<file path="src/rtl/kbd_scode_dec_if.sv">
// kbd_scode_dec_if -- key-event stream between the scan-code decoder and
// its consumer.
//   ev_valid : head event present (source -> sink)
//   ev_ready : sink accepts the head event (sink -> source)
//   ev_code  : key code, final byte of the sequence
//   ev_ext   : sequence carried the E0 prefix (or is Pause)
//   ev_brk   : 1 = break (release), 0 = make
interface kbd_scode_dec_if;
    logic       ev_valid;
    logic       ev_ready;
    logic [7:0] ev_code;
    logic       ev_ext;
    logic       ev_brk;

    modport master (output ev_valid, output ev_code, output ev_ext, output ev_brk,
                    input  ev_ready);
    modport slave  (input  ev_valid, input  ev_code, input  ev_ext, input  ev_brk,
                    output ev_ready);
endinterface

</file>
<file path="src/rtl/kbd_scode_dec.sv">
// kbd_scode_dec -- PS/2 Set-2 scan-code sequence decoder.
// Turns raw received bytes (E0 / F0 / E1 multi-byte sequences) into single
// key events, queues them in a show-ahead FIFO and tracks modifier keys.
//   clk, rst    : clock, asynchronous active-high reset
//   scode       : received byte, valid while scode_en is high (one cycle)
//   rx_abort    : receiver error pulse; abandons a partial sequence
//   ev          : event stream (valid/ready, code, ext, brk)
//   mods        : {ralt,lalt,rctrl,lctrl,rshift,lshift} live levels
//   ovf/ovf_clr : sticky "event dropped on full FIFO" flag and its clear
//   sync_lost   : one-cycle pulse when a partial sequence is abandoned
module kbd_scode_dec #(
    parameter int FIFO_DEPTH  = 8,
    parameter int TIMEOUT_CYC = 50000
) (
    input  logic                   clk,
    input  logic                   rst,
    input  logic [7:0]             scode,
    input  logic                   scode_en,
    input  logic                   rx_abort,
    kbd_scode_dec_if.master        ev,
    output logic [5:0]             mods,
    output logic                   ovf,
    input  logic                   ovf_clr,
    output logic                   sync_lost
);
    localparam int AW = $clog2(FIFO_DEPTH);
    localparam int CW = AW + 1;
    localparam int TW = $clog2(TIMEOUT_CYC);
    localparam logic [TW-1:0] TMO_LAST = TW'(TIMEOUT_CYC - 1);

    typedef enum logic [2:0] {S_IDLE, S_EXT, S_BRK, S_EXT_BRK, S_PAUSE} state_t;

    state_t        state_q, state_d;
    logic [2:0]    pause_cnt_q, pause_cnt_d;
    logic [TW-1:0] tmo_q, tmo_d;
    logic          sync_lost_q, sync_lost_d;
    logic [5:0]    mods_q, mods_d;
    logic          ovf_q, ovf_d;
    logic [AW-1:0] wr_ptr_q, wr_ptr_d, rd_ptr_q, rd_ptr_d;
    logic [CW-1:0] count_q, count_d;

    logic          commit, c_ext, c_brk, from_idle;
    logic [7:0]    c_code;
    logic          full, pop, push_ok;
    logic [9:0]    head;
    logic [9:0]    mem [FIFO_DEPTH];

    // Sequence parser
    always_comb begin
        state_d     = state_q;
        pause_cnt_d = pause_cnt_q;
        tmo_d       = tmo_q;
        sync_lost_d = 1'b0;
        commit      = 1'b0;
        c_ext       = 1'b0;
        c_brk       = 1'b0;
        c_code      = scode;
        from_idle   = 1'b0;
        if (state_q != S_IDLE && (rx_abort || (!scode_en && tmo_q == TMO_LAST))) begin
            // abandon wins over a byte arriving in the same cycle
            state_d     = S_IDLE;
            tmo_d       = '0;
            sync_lost_d = 1'b1;
        end else if (scode_en) begin
            tmo_d = '0;
            case (state_q)
                S_IDLE: from_idle = 1'b1;
                S_EXT: begin
                    if (scode == 8'hF0)                         state_d = S_EXT_BRK;
                    else if (scode == 8'hE0)                    state_d = S_EXT;
                    else if (scode == 8'h12 || scode == 8'h59)  state_d = S_IDLE; // fake shift
                    else begin
                        commit  = 1'b1;
                        c_ext   = 1'b1;
                        state_d = S_IDLE;
                    end
                end
                S_BRK: begin
                    if (scode == 8'hE0 || scode == 8'hF0) begin
                        sync_lost_d = 1'b1;
                        from_idle   = 1'b1;
                    end else begin
                        commit  = 1'b1;
                        c_brk   = 1'b1;
                        state_d = S_IDLE;
                    end
                end
                S_EXT_BRK: begin
                    if (scode == 8'hE0 || scode == 8'hF0 || scode == 8'hE1) begin
                        sync_lost_d = 1'b1;
                        from_idle   = 1'b1;
                    end else if (scode == 8'h12 || scode == 8'h59) begin
                        state_d = S_IDLE;                              // fake shift release
                    end else begin
                        commit  = 1'b1;
                        c_ext   = 1'b1;
                        c_brk   = 1'b1;
                        state_d = S_IDLE;
                    end
                end
                S_PAUSE: begin
                    // byte contents are irrelevant; only the count matters
                    if (pause_cnt_q == 3'd1) begin
                        commit  = 1'b1;
                        c_ext   = 1'b1;
                        c_code  = 8'hE1;
                        state_d = S_IDLE;
                    end
                    pause_cnt_d = pause_cnt_q - 3'd1;
                end
                default: state_d = S_IDLE;
            endcase
            if (from_idle) begin
                case (scode)
                    8'hE0: state_d = S_EXT;
                    8'hF0: state_d = S_BRK;
                    8'hE1: begin
                        state_d     = S_PAUSE;
                        pause_cnt_d = 3'd7;
                    end
                    8'hAA, 8'hFA, 8'hFE, 8'hEE, 8'h00, 8'hFF: state_d = S_IDLE;
                    default: begin
                        commit  = 1'b1;
                        state_d = S_IDLE;
                    end
                endcase
            end
        end else if (state_q != S_IDLE) begin
            tmo_d = tmo_q + 1'b1;
        end else begin
            tmo_d = '0;
        end
    end

    // Modifier tracking and FIFO control
    always_comb begin
        mods_d = mods_q;
        if (commit) begin
            case ({c_ext, c_code})
                9'h012: mods_d[0] = ~c_brk;
                9'h059: mods_d[1] = ~c_brk;
                9'h014: mods_d[2] = ~c_brk;
                9'h114: mods_d[3] = ~c_brk;
                9'h011: mods_d[4] = ~c_brk;
                9'h111: mods_d[5] = ~c_brk;
                default: mods_d = mods_q;
            endcase
        end
        full    = (count_q == CW'(FIFO_DEPTH));
        pop     = ev.ev_valid & ev.ev_ready;
        // a pop in the same cycle frees the slot the push needs
        push_ok = commit & (~full | pop);
        wr_ptr_d = push_ok ? wr_ptr_q + 1'b1 : wr_ptr_q;
        rd_ptr_d = pop     ? rd_ptr_q + 1'b1 : rd_ptr_q;
        count_d  = count_q;
        if (push_ok && !pop)      count_d = count_q + 1'b1;
        else if (!push_ok && pop) count_d = count_q - 1'b1;
        // a new overflow beats a simultaneous clear
        ovf_d = ovf_q;
        if (commit && full && !pop) ovf_d = 1'b1;
        else if (ovf_clr)           ovf_d = 1'b0;
    end

    always_ff @(posedge clk or posedge rst) begin
        if (rst) begin
            state_q     <= S_IDLE;
            pause_cnt_q <= '0;
            tmo_q       <= '0;
            sync_lost_q <= 1'b0;
            mods_q      <= '0;
            ovf_q       <= 1'b0;
            wr_ptr_q    <= '0;
            rd_ptr_q    <= '0;
            count_q     <= '0;
        end else begin
            state_q     <= state_d;
            pause_cnt_q <= pause_cnt_d;
            tmo_q       <= tmo_d;
            sync_lost_q <= sync_lost_d;
            mods_q      <= mods_d;
            ovf_q       <= ovf_d;
            wr_ptr_q    <= wr_ptr_d;
            rd_ptr_q    <= rd_ptr_d;
            count_q     <= count_d;
        end
    end

    // Storage is unreset; outputs are gated by ev_valid so stale entries
    // never show after reset.
    always_ff @(posedge clk) begin
        if (push_ok) mem[wr_ptr_q] <= {c_ext, c_brk, c_code};
    end

    // Show-ahead: head is read combinationally from the read pointer.
    assign head        = mem[rd_ptr_q];
    assign ev.ev_valid = (count_q != '0);
    assign ev.ev_code  = ev.ev_valid ? head[7:0] : 8'h00;
    assign ev.ev_brk   = ev.ev_valid & head[8];
    assign ev.ev_ext   = ev.ev_valid & head[9];
    assign mods        = mods_q;
    assign ovf         = ovf_q;
    assign sync_lost   = sync_lost_q;
endmodule

</file>
<file path="src/flat_wrapper.sv">
// flat-port wrapper written by rule: the top's interface ports become plain ports
module kbd_scode_dec_flat 
#(
    parameter int FIFO_DEPTH  = 8,
    parameter int TIMEOUT_CYC = 50000
)
  (clk, rst, scode, scode_en, rx_abort, mods, ovf, ovf_clr, sync_lost, ev_ev_valid, ev_ev_code, ev_ev_ext, ev_ev_brk, ev_ev_ready);
  kbd_scode_dec_if ev_i ();
  input  logic clk;
  input  logic rst;
  input  logic [7:0] scode;
  input  logic scode_en;
  input  logic rx_abort;
  output logic [5:0] mods;
  output logic ovf;
  input  logic ovf_clr;
  output logic sync_lost;
  output wire logic [$bits(ev_i.ev_valid)-1:0] ev_ev_valid;
  output wire logic [$bits(ev_i.ev_code)-1:0] ev_ev_code;
  output wire logic [$bits(ev_i.ev_ext)-1:0] ev_ev_ext;
  output wire logic [$bits(ev_i.ev_brk)-1:0] ev_ev_brk;
  input wire logic [$bits(ev_i.ev_ready)-1:0] ev_ev_ready;
  assign ev_ev_valid = ev_i.ev_valid;
  assign ev_ev_code = ev_i.ev_code;
  assign ev_ev_ext = ev_i.ev_ext;
  assign ev_ev_brk = ev_i.ev_brk;
  assign ev_i.ev_ready = ev_ev_ready;
  kbd_scode_dec #(.FIFO_DEPTH(FIFO_DEPTH), .TIMEOUT_CYC(TIMEOUT_CYC)) u_core (.clk(clk), .rst(rst), .scode(scode), .scode_en(scode_en), .rx_abort(rx_abort), .ev(ev_i), .mods(mods), .ovf(ovf), .ovf_clr(ovf_clr), .sync_lost(sync_lost));
endmodule
</file>
<file path="config.mk">
export PLATFORM = sky130hd
export DESIGN_NAME = kbd_scode_dec_flat
export DESIGN_NICKNAME = d
export VERILOG_FILES = /design/src/rtl/kbd_scode_dec_if.sv /design/src/rtl/kbd_scode_dec.sv /design/src/flat_wrapper.sv
export SDC_FILE = /design/constraint.sdc
export NUM_CORES = 1
export LEC_CHECK = 0
export ABC_AREA = 1
export BUFFER_PORTS_ARGS = -buffer_cell sky130_fd_sc_hd__buf_2
export CORE_MARGIN = 5
export CORE_UTILIZATION = 59
export CTS_CLUSTER_DIAMETER = 80
export DETAILED_ROUTE_END_ITERATION = 10
export PLACE_DENSITY = 0.83
export SYNTH_ARGS = -nofsm -noshare
export SYNTH_HDL_FRONTEND = slang
export SYNTH_SLANG_ARGS = --single-unit
export TNS_END_PERCENT = 1
</file>
<file path="constraint.sdc">
create_clock -name clk -period 6.5 [get_ports clk]
set_input_delay 0.325 -clock clk [delete_from_list [all_inputs] [get_ports clk]]
set_output_delay 0.325 -clock clk [all_outputs]
set_load 0.01 [all_outputs]
</file>
---- Word-level counts from Yosys, hierarchy flattened ----
Memory sizes are Yosys's and may differ from the RTL's.
Cells that the tools add are included.
storage, ports and cells
  bits in registers ....................... 40
  memory bits (writable) .................. 80
  bits of input ports ..................... 14
  output and inout port bits .............. 19
  logic and storage cells ................. 137
  memories ................................ 1
memories
  name        depth  width  read ports  clocked after memory_dff  write ports  line                 RTL
  u_core.mem  8      10     1           0                         1            kbd_scode_dec.sv:46  logic [9:0] mem [FIFO_DEPTH];
cells by class
  add/sub/neg operators ................... 6
  equality and inequality tests ........... 27
  muxes and demuxes ....................... 52
  bitwise logic cells ..................... 8
  reduce and logical (&&, ||, !) cells .... 29
operators with widths
  kind                                                                    count
  8-bit equality test (second input constant)                             8
  16-bit 2-to-1 mux                                                       3
  8-bit 2-to-1 mux                                                        5
  3-bit 2-to-1 mux                                                        10
  9-bit by 5-bit equality test with 1-bit output (second input constant)  3
  1-bit 2-to-1 mux                                                        25
  9-bit equality test (second input constant)                             2
  16-bit by 1-bit adder with 16-bit output (second input constant)        1
  16-bit equality test (second input constant)                            1
  3-bit case mux with 5 select lines                                      1
  2-bit AND reduction                                                     7
  9-bit by 7-bit equality test with 1-bit output (second input constant)  1
  3-bit case mux with 3 select lines                                      1
  9-bit OR reduction                                                      1
  8-bit by 5-bit equality test with 1-bit output (second input constant)  1
  8-bit by 7-bit equality test with 1-bit output (second input constant)  1
  8-bit zero test                                                         1
  4-bit 2-to-1 mux                                                        2
  4-bit by 3-bit != test with 1-bit output (second input constant)        2
  3-bit by 1-bit adder with 3-bit output (second input constant)          2
  3-bit by 1-bit equality test with 1-bit output (second input constant)  2
  3-bit by 2-bit equality test with 1-bit output (second input constant)  2
  1-bit logical AND                                                       6
  1-bit case mux with 3 select lines                                      2
  other kinds (19)                                                        32

---- Logic depth before layout (Yosys ltp) ----
Gate-level depths: netlist of run 1.
  depth after elaboration ................. 15
  depth in mapped cells ................... 19
  mapped depth without buffers ............ 19

---- Least setup slack after synthesis of run 1 ----
No wires, ideal clock.
  path type ............................... register -> register
  start ................................... register u_core.state_q[1]
  end ..................................... register u_core.count_q[3]
  library setup time ...................... 0.125 ns
  data arrival time ....................... 2.331 ns
  required time ........................... 6.375 ns
  slack ................................... 4.043 ns
  cell stages (with the launch flop) ...... 19
  path buffers ............................ 0
  period minus slack after synthesis ...... 2.457 ns
  cell sequence ........................... dfrtp_1 nor2_2 nand2_4 inv_1 nand2_1 nor2_1 nand4_1 nand3_2 nand3_4 inv_1 ha_1 inv_1 ha_1 a21o_1 a21oi_1 nand2_1 nand2_1 nor2_1 xor2_1
on the way
  word-level cells in the longest chain between the ends .. 11
  elaborated cells on any way between the ends .. 21
  classes of those cells .................. 4 x eq/ne; 9 x mux; 1 x bitwise; 7 x reduce/logical
RTL lines
  item                                                                                      line                  RTL
  start: declaration                                                                        kbd_scode_dec.sv:33   state_t state_q, state_d;
  start signal: assignment                                                                  kbd_scode_dec.sv:176  state_q <= state_d;
  3-bit by 2-bit equality test with 1-bit output / 3-bit zero test (equally long branches)  kbd_scode_dec.sv:66   case (state_q)
  1-bit case mux with 3 select lines                                                        kbd_scode_dec.sv:66
  1-bit 2-to-1 mux                                                                          kbd_scode_dec.sv:64   end else if (scode_en) begin
  1-bit 2-to-1 mux                                                                          kbd_scode_dec.sv:59   if (state_q != S_IDLE && (rx_abort || (!scode_en && tmo_q == TMO_LAST))) begin
  1-bit 2-to-1 mux                                                                          kbd_scode_dec.sv:113  if (from_idle) begin
  1-bit 2-to-1 mux                                                                          kbd_scode_dec.sv:64
  1-bit 2-to-1 mux *                                                                        kbd_scode_dec.sv:59
  1-bit AND *                                                                               kbd_scode_dec.sv:152  push_ok = commit & (~full | pop);
  net u_core.push_ok                                                                        kbd_scode_dec.sv:44   logic full, pop, push_ok;
  1-bit zero test                                                                           kbd_scode_dec.sv:157  else if (!push_ok && pop) count_d = count_q - 1'b1;
  1-bit logical AND                                                                         kbd_scode_dec.sv:157
  2-bit nonzero test (no source line)                                                       -
  end signal: assignment                                                                    kbd_scode_dec.sv:184  count_q <= count_d;
  end: declaration                                                                          kbd_scode_dec.sv:40   logic [CW-1:0] count_q, count_d;
Mark *: on every way through the listed nets, which the timed path passes. The rest lies on a longest branch. The select of a mux whose other input is x is not followed.
A chain may end at the register's enable or synchronous reset.

---- Worst setup path in the final report of run 1 ----
  start ................................... register u_core.rd_ptr_q[0]
  end ..................................... output ev_ev_code[0]
on the way
  word-level cells in the longest chain between the ends .. 2
RTL lines
  item                      line                  RTL
  start: declaration        kbd_scode_dec.sv:39   logic [AW-1:0] wr_ptr_q, wr_ptr_d, rd_ptr_q, rd_ptr_d;
  start signal: assignment  kbd_scode_dec.sv:183  rd_ptr_q <= rd_ptr_d;
  memory 8 x 10 bit         -
  8-bit 2-to-1 mux          kbd_scode_dec.sv:197  assign ev.ev_code = ev.ev_valid ? head[7:0] : 8'h00;
  end: declaration          flat_wrapper.sv:19    output wire logic [$bits(ev_i.ev_code)-1:0] ev_ev_code;
Every way passes these cells.

==> impl_metrics.json, run 1 <==
{
  "vias": 4503,
  "relSlewSlack_pct": 28.0,
  "fin_crit_ps": 3320,
  "hp-class": "input pin to flop",
  "rsz0062_at_grt": "false",
  "cp-startpoint": "u_core.rd_ptr_q[0]$_DFFE_PP0P_",
  "mappedNetlistArea_um2": 5740,
  "synth_top_cell_by_area": "edfxtp_1",
  "drc": 0,
  "finalHoldViolCount": 0,
  "diodes": 0,
  "internal_power_w": 0.00171,
  "die_area_um2": 11800,
  "start_util_pct": 59.5,
  "min_delay_path_depth": 4,
  "core_area_um2": 9640,
  "cts_tree": "done",
  "gr-total-overflow": 0,
  "yosysSeqAreaShare_pct": 59.3,
  "min_from": "scode[4]",
  "ctsLongestPathBuffers": 2,
  "synth_ff_type": "edfxtp_1",
  "clk_pin_slew_ps": 60,
  "final_util_pct": 68.8,
  "grt_max_degree": 44,
  "cts-root-buf": "clkbuf_8",
  "core.rowCount": 36,
  "crit_path_end_kind": "output port",
  "setup-violations-final": 0,
  "worstSkewPairLatency_ps": 520,
  "regToRegEndpoint": "u_core.count_q[3]$_DFFE_PP0P_",
  "critPathKind": "flop to output port",
  "ant_nets": 0,
  "cp.required_ps": 6170,
  "worstPathCellList": "buf_4 > inv_1 > o21ai_0 > o22ai_1 > o21ai_0 > a31oi_1 > buf_2",
  "synthTopCellsByCount": "106 x nor2_1, 82 x nand2_1, 80 x edfxtp_1, 70 x inv_1, 64 x o21ai_0",
  "cts_max_level": 4,
  "vias_per_cell": 5.69,
  "tightestPinTransition_ps": 1080,
  "cp_common_cell": "o21ai_0",
  "cts_resized": 0,
  "grtUsageTotal_pct": 23.5,
  "fmax_mhz": 301,
  "dpl_cell_area_um2": 6050,
  "critPathMaxFanout": 43,
  "critPathLaunchType": "flop",
  "synth.area.top_cells": "edfxtp_1 42%, dfrtp_1 17%, nor2_1 6.9%",
  "ios": 33,
  "skew_ps": 8.02,
  "run_status": "completed",
  "pwr-share-seq_pct": 38.1,
  "grt_antenna_before_repair": 0,
  "synth.distinct_cells": 40,
  "rr_startpoint": "u_core.state_q[0]$_DFFE_PP0P_",
  "grt_pass1_wl_um": 21000,
  "ys_async_sr_fraction_pct": 33.3,
  "switchingPower_w": 0.000895,
  "layout-drive-gt1-share_pct": 14.9,
  "drtPass1Iterations": 5,
  "critPathMaxStageDelay_ps": 840,
  "worstPathArrival_ps": 2990,
  "p_leak_nw": 2.75,
  "setup_tns_ps": 0,
  "place_congestion": 0.935,
  "nets": 668,
  "swShare_pct": 34.3,
  "postCtsSetupRepairBufs": 0,
  "synth-seq-cells": 120,
  "die_h_um": 109,
  "wire_per_inst_um": 16.4,
  "yosys_warnings": 0,
  "maxCapViolCount": 0,
  "die_w_um": 109,
  "cp_num_cells": 7,
  "cts.sinks": 120,
  "first_iter_violations": 456,
  "routed_wl_um": 13000,
  "design_area_um2": 6640,
  "hold_slack_ps": 198,
  "clockPowerShare_pct": 34.1,
  "synth.most_common_cell": "nor2_1",
  "syn_nets": 628,
  "hold_end": "u_core.state_q[0]$_DFFE_PP0P_",
  "avgSynthCellArea_um2": 9.48,
  "synthCells": 605,
  "synth_top_area_share_pct": 41.9,
  "cpLargestDelayFamily": "buffers and inverters",
  "ff2ff_setup_slack_ps": 3540,
  "synth_edf_count": 80,
  "crit_buf_inv": 3,
  "vdd_ir_drop_max_mv": 0.194,
  "p_comb_share_pct": 27.8,
  "critPathSlowestCell": "inv_1",
  "portBuffers": 32,
  "power.density_nw_per_um2": 393,
  "fin_crit_sh_pct": 51.0,
  "place_hpwl_um": 8290,
  "drv_slew": 0,
  "grt_pass1_vias": 4434,
  "rr_worst_depth": 18,
  "area_growth_pct": 15.6,
  "cts_made_buffers": 17
}
==> logic make-up after synthesis <==
| kind of cell | share of synthesized area (%) |
|---|---|
| AND/OR/NAND/NOR | 20.1 |
| buffers and inverters | 6.43 |
| XOR/XNOR | 1.83 |
| flip-flops | 59.3 |
| AO/OA/AOI/OAI | 10.2 |
| adder cells (fa/ha/maj) | 2.09 |
==> area by class of cell <==
cell class	instances	area, um2
Clock buffer	19	422
Clock inverter	13	148
Fill cell	718	3000
Inverter	76	285
Multi-Input combinational cell	390	1990
Sequential cell	120	3400
Tap cell	133	166
Timing Repair Buffer	40	225
==> worst max-delay path by stage <==
stage | to | slack (ps)
floorplan | u_core.count_q[3]$_DFFE_PP0P_ | 4040
global placement | u_core.count_q[3]$_DFFE_PP0P_ | 3660
detailed placement | u_core.count_q[3]$_DFFE_PP0P_ | 3520
CTS | ev_ev_code[0] | 3190
global route | ev_ev_code[0] | 3000
finish | ev_ev_code[0] | 3180
==> layer usage <==
metal / routed length, um / vias to the layer above / global-route usage (%)
li1: - / 2113 / -
met1: 5290 / 2137 / 30.5
met2: 6370 / 213 / 38.8
met3: 981 / 40 / 4.44
met4: 342 / 0 / 10.6
met5: 0 / - / 0
==> stage by stage <==
step / worst slack [ps] / power, W / instances
6_report: 3180 / 0.00261 / 791
5_1_grt: 3000 / 0.00274 / 791
4_1_cts: 3190 / 0.00261 / 791
3_5_place_dp: 3520 / 0.00171 / 757
3_3_place_gp: 3660 / 0.00167 / 757
2_1_floorplan: 4040 / 0.00148 / 605
==> power by group through the flow <==
stage          sequential (W)  combinational (W)  clock, W
2_1_floorplan        0.000975           0.000505         0
3_3_place_gp         0.000998           0.000676         0
3_5_place_dp          0.00101           0.000702         0
4_1_cts              0.000992           0.000724  0.000897
5_1_grt               0.00100           0.000805  0.000936
6_report             0.000994           0.000725  0.000890
==> state kept, by name, indices dropped and copies added (netlist names) <==
register / cells
u_core.state_q: 3
u_core.mem: 80
u_core.count_q: 4
u_core.ovf: 1
u_core.wr_ptr_q: 3
u_core.sync_lost: 1
u_core.mods: 6
u_core.rd_ptr_q: 3
u_core.pause_cnt_q: 3
u_core.tmo_q: 16
==> layout by cell type (no fill, tap or decap), types with 16 or more instances in the layout <==
cell       synthesis  layout
nor2_1           106     106
o21ai_0           64      64
edfxtp_1          80      80
inv_1             70      70
clkbuf_16          0      16
nand3_1           23      23
nand2_1           82      82
nor3_1            21      17
dfrtp_1           40      40
buf_2              1      32
==> tightest hold or removal path, delay by kind of cell <==
kind,cells,cell delay [ps]
and+or+nand+nor,3,200
buffers and inverters,1,150
==> timing repair <==
action,CTS,global route
setup endpoints to repair,0,0
hold buffers,2,0
hold endpoints to repair,41,0
Power figures use the tool's default switching activity.
==> run 2, diff against run 1 <==
CORE_UTILIZATION = 55   (was 59)
PLACE_DENSITY = 0.81   (was 0.83)
clock period = 2.94 ns   (was 6.5 ns; I/O delays follow)
==> run 2 against run 1 <==
  * Die area is 6.6% higher
  * Routed wire length fell by 0.37%
  * Global-route usage is 2.6 points lower
  * Sequential power rose by 120%
  * Critical endpoint is now u_core.count_q[3]$_DFFE_PP0P_
  * Via count down 0.42%
  * Critical path depth increased by 11
  * Sequential share of layout area is 0.75 points lower
  * Hold slack worse by 170 ps
  * Register-to-register slack worse by 3300 ps
==> impl_metrics.json, run 2 (synthesis results as in run 1) <==
{
  "area_growth_pct": 17.4,
  "grt_antenna_before_repair": 0,
  "cts-root-buf": "clkbuf_8",
  "fin_crit_sh_pct": 91.8,
  "hold_slack_ps": 32.7,
  "vias_per_cell": 5.54,
  "cts.sinks": 120,
  "drv_slew": 0,
  "worstPathArrival_ps": 3100,
  "cts_made_buffers": 17,
  "crit_path_end_kind": "flop",
  "die_w_um": 112,
  "tightestPinTransition_ps": 848,
  "rr_worst_depth": 18,
  "total_power_w": 0.00575,
  "cts_max_level": 4,
  "grt_max_degree": 43,
  "rr_startpoint": "u_core.state_q[1]$_DFFE_PP0P_",
  "dp_slack_ps": 126,
  "final_common_cell": "nor2_1",
  "skew_ps": 7.08,
  "first_iter_violations": 366,
  "grtUsageTotal_pct": 21.0,
  "ff2ff_setup_slack_ps": 240,
  "fin_crit_ps": 2700,
  "start_util_pct": 56.1,
  "cp.required_ps": 3340,
  "ant_nets": 0,
  "min_from": "scode_en",
  "core.rowCount": 37,
  "grt_pass1_vias": 4404,
  "largest_reg_flops": 80,
  "regMostFlops": "u_core.mem",
  "die_h_um": 112,
  "place_hpwl_um": 8560,
  "power.density_nw_per_um2": 854,
  "critPathLaunchType": "flop",
  "drc": 0,
  "setup_ws_ps": 242,
  "finalHoldViolCount": 0,
  "drtPass1Iterations": 5,
  "gr-total-overflow": 0,
  "hold_end": "u_core.tmo_q[15]$_DFF_PP0_",
  "vias": 4484,
  "routed_wl_um": 12900,
  "regToRegEndpoint": "u_core.count_q[3]$_DFFE_PP0P_",
  "ios": 33,
  "cts_tree": "done",
  "nets": 683,
  "hp-class": "input pin to flop",
  "min_delay_path_depth": 4,
  "grt_pass1_wl_um": 20800,
  "layout-drive-gt1-share_pct": 16.6,
  "final_cell_mix": "105 x nor2_1, 82 x nand2_1, 80 x edfxtp_1",
  "critPathKind": "flop to flop",
  "worstSkewPairLatency_ps": 520,
  "core_area_um2": 10200,
  "ctsLongestPathBuffers": 2,
  "die_area_um2": 12600,
  "diodes": 0,
  "setup-violations-final": 0,
  "setup_tns_ps": 0,
  "relSlewSlack_pct": 43.4,
  "maxCapViolCount": 0,
  "portBuffers": 32,
  "fmax_mhz": 371,
  "critPathMaxFanout": 7,
  "place_congestion": 0.924,
  "p_leak_nw": 2.83,
  "vdd_ir_drop_max_mv": 0.555,
  "clk_pin_slew_ps": 60,
  "wire_per_inst_um": 16.0,
  "run_status": "completed"
}
[run 2: worst max-delay path by stage]
stage | from | endpoint | cells after the start
detailed placement | u_core.state_q[0]$_DFFE_PP0P_ | u_core.count_q[3]$_DFFE_PP0P_ | 18
finish | u_core.state_q[1]$_DFFE_PP0P_ | u_core.count_q[3]$_DFFE_PP0P_ | 18
global route | u_core.state_q[1]$_DFFE_PP0P_ | u_core.count_q[3]$_DFFE_PP0P_ | 17
CTS | u_core.state_q[0]$_DFFE_PP0P_ | u_core.count_q[3]$_DFFE_PP0P_ | 18
floorplan | u_core.state_q[1]$_DFFE_PP0P_ | u_core.count_q[3]$_DFFE_PP0P_ | 18
global placement | u_core.state_q[1]$_DFFE_PP0P_ | u_core.count_q[3]$_DFFE_PP0P_ | 18
[run 2: critical path, cell delays in order, from the launching register on]
cell,delay [ps]
dfrtp_1,420
nor2_4,160
nand2_4,90
inv_1,60
nand2_1,60
nor2_2,100
nand4_1,110
nand3_2,150
nand3_4,110
inv_2,90
ha_1,190
inv_1,90
ha_1,270
a21o_1,170
a21oi_1,180
nand2_1,70
nand2_1,70
nor2_1,50
xor2_1,140
[run 2: where the power goes]
part	switching, W	leakage [nW]	internal, W	total, W
logic	0.00108	1.30	0.000586	0.00166
clock network	0.000786	0.270	0.00114	0.00192
registers	0.000130	1.26	0.00203	0.00216
total	0.00199	2.83	0.00376	0.00575
[run 2: area by class of cell]
cell class | instances | area (um2)
clock buffer | 17 | 414
clock inverter | 15 | 146
fill | 786 | 3490
inverter | 76 | 285
multi-input combinational | 390 | 1970
sequential | 120 | 3400
tap | 136 | 170
timing repair buffer | 55 | 343
[run 2: repair_timing]
item / in CTS / in global routing
gates resized for setup: 0 / 5
endpoints found under the setup margin: 0 / 1
hold buffers: 4 / 0
setup buffers: 0 / 5
hold endpoints to repair: 24 / 0
[run 2: per-stage QoR]
step | instances | instance area [um2] | util [%]
2_1_floorplan | 605 | 5740 | -
3_3_place_gp | 768 | 6090 | 59.5
3_5_place_dp | 768 | 6090 | 59.5
4_1_cts | 804 | 6690 | 65.4
5_1_grt | 809 | 6740 | 65.8
6_report | 809 | 6740 | 65.8
[run 2: metal layers]
layer	global-route usage (%)	vias to the layer above	wire length (um)
met4	8.33	0	197
li1	-	2155	-
met1	25.1	2155	5270
met5	0	-	0
met2	36.9	152	6740
met3	4.53	22	721
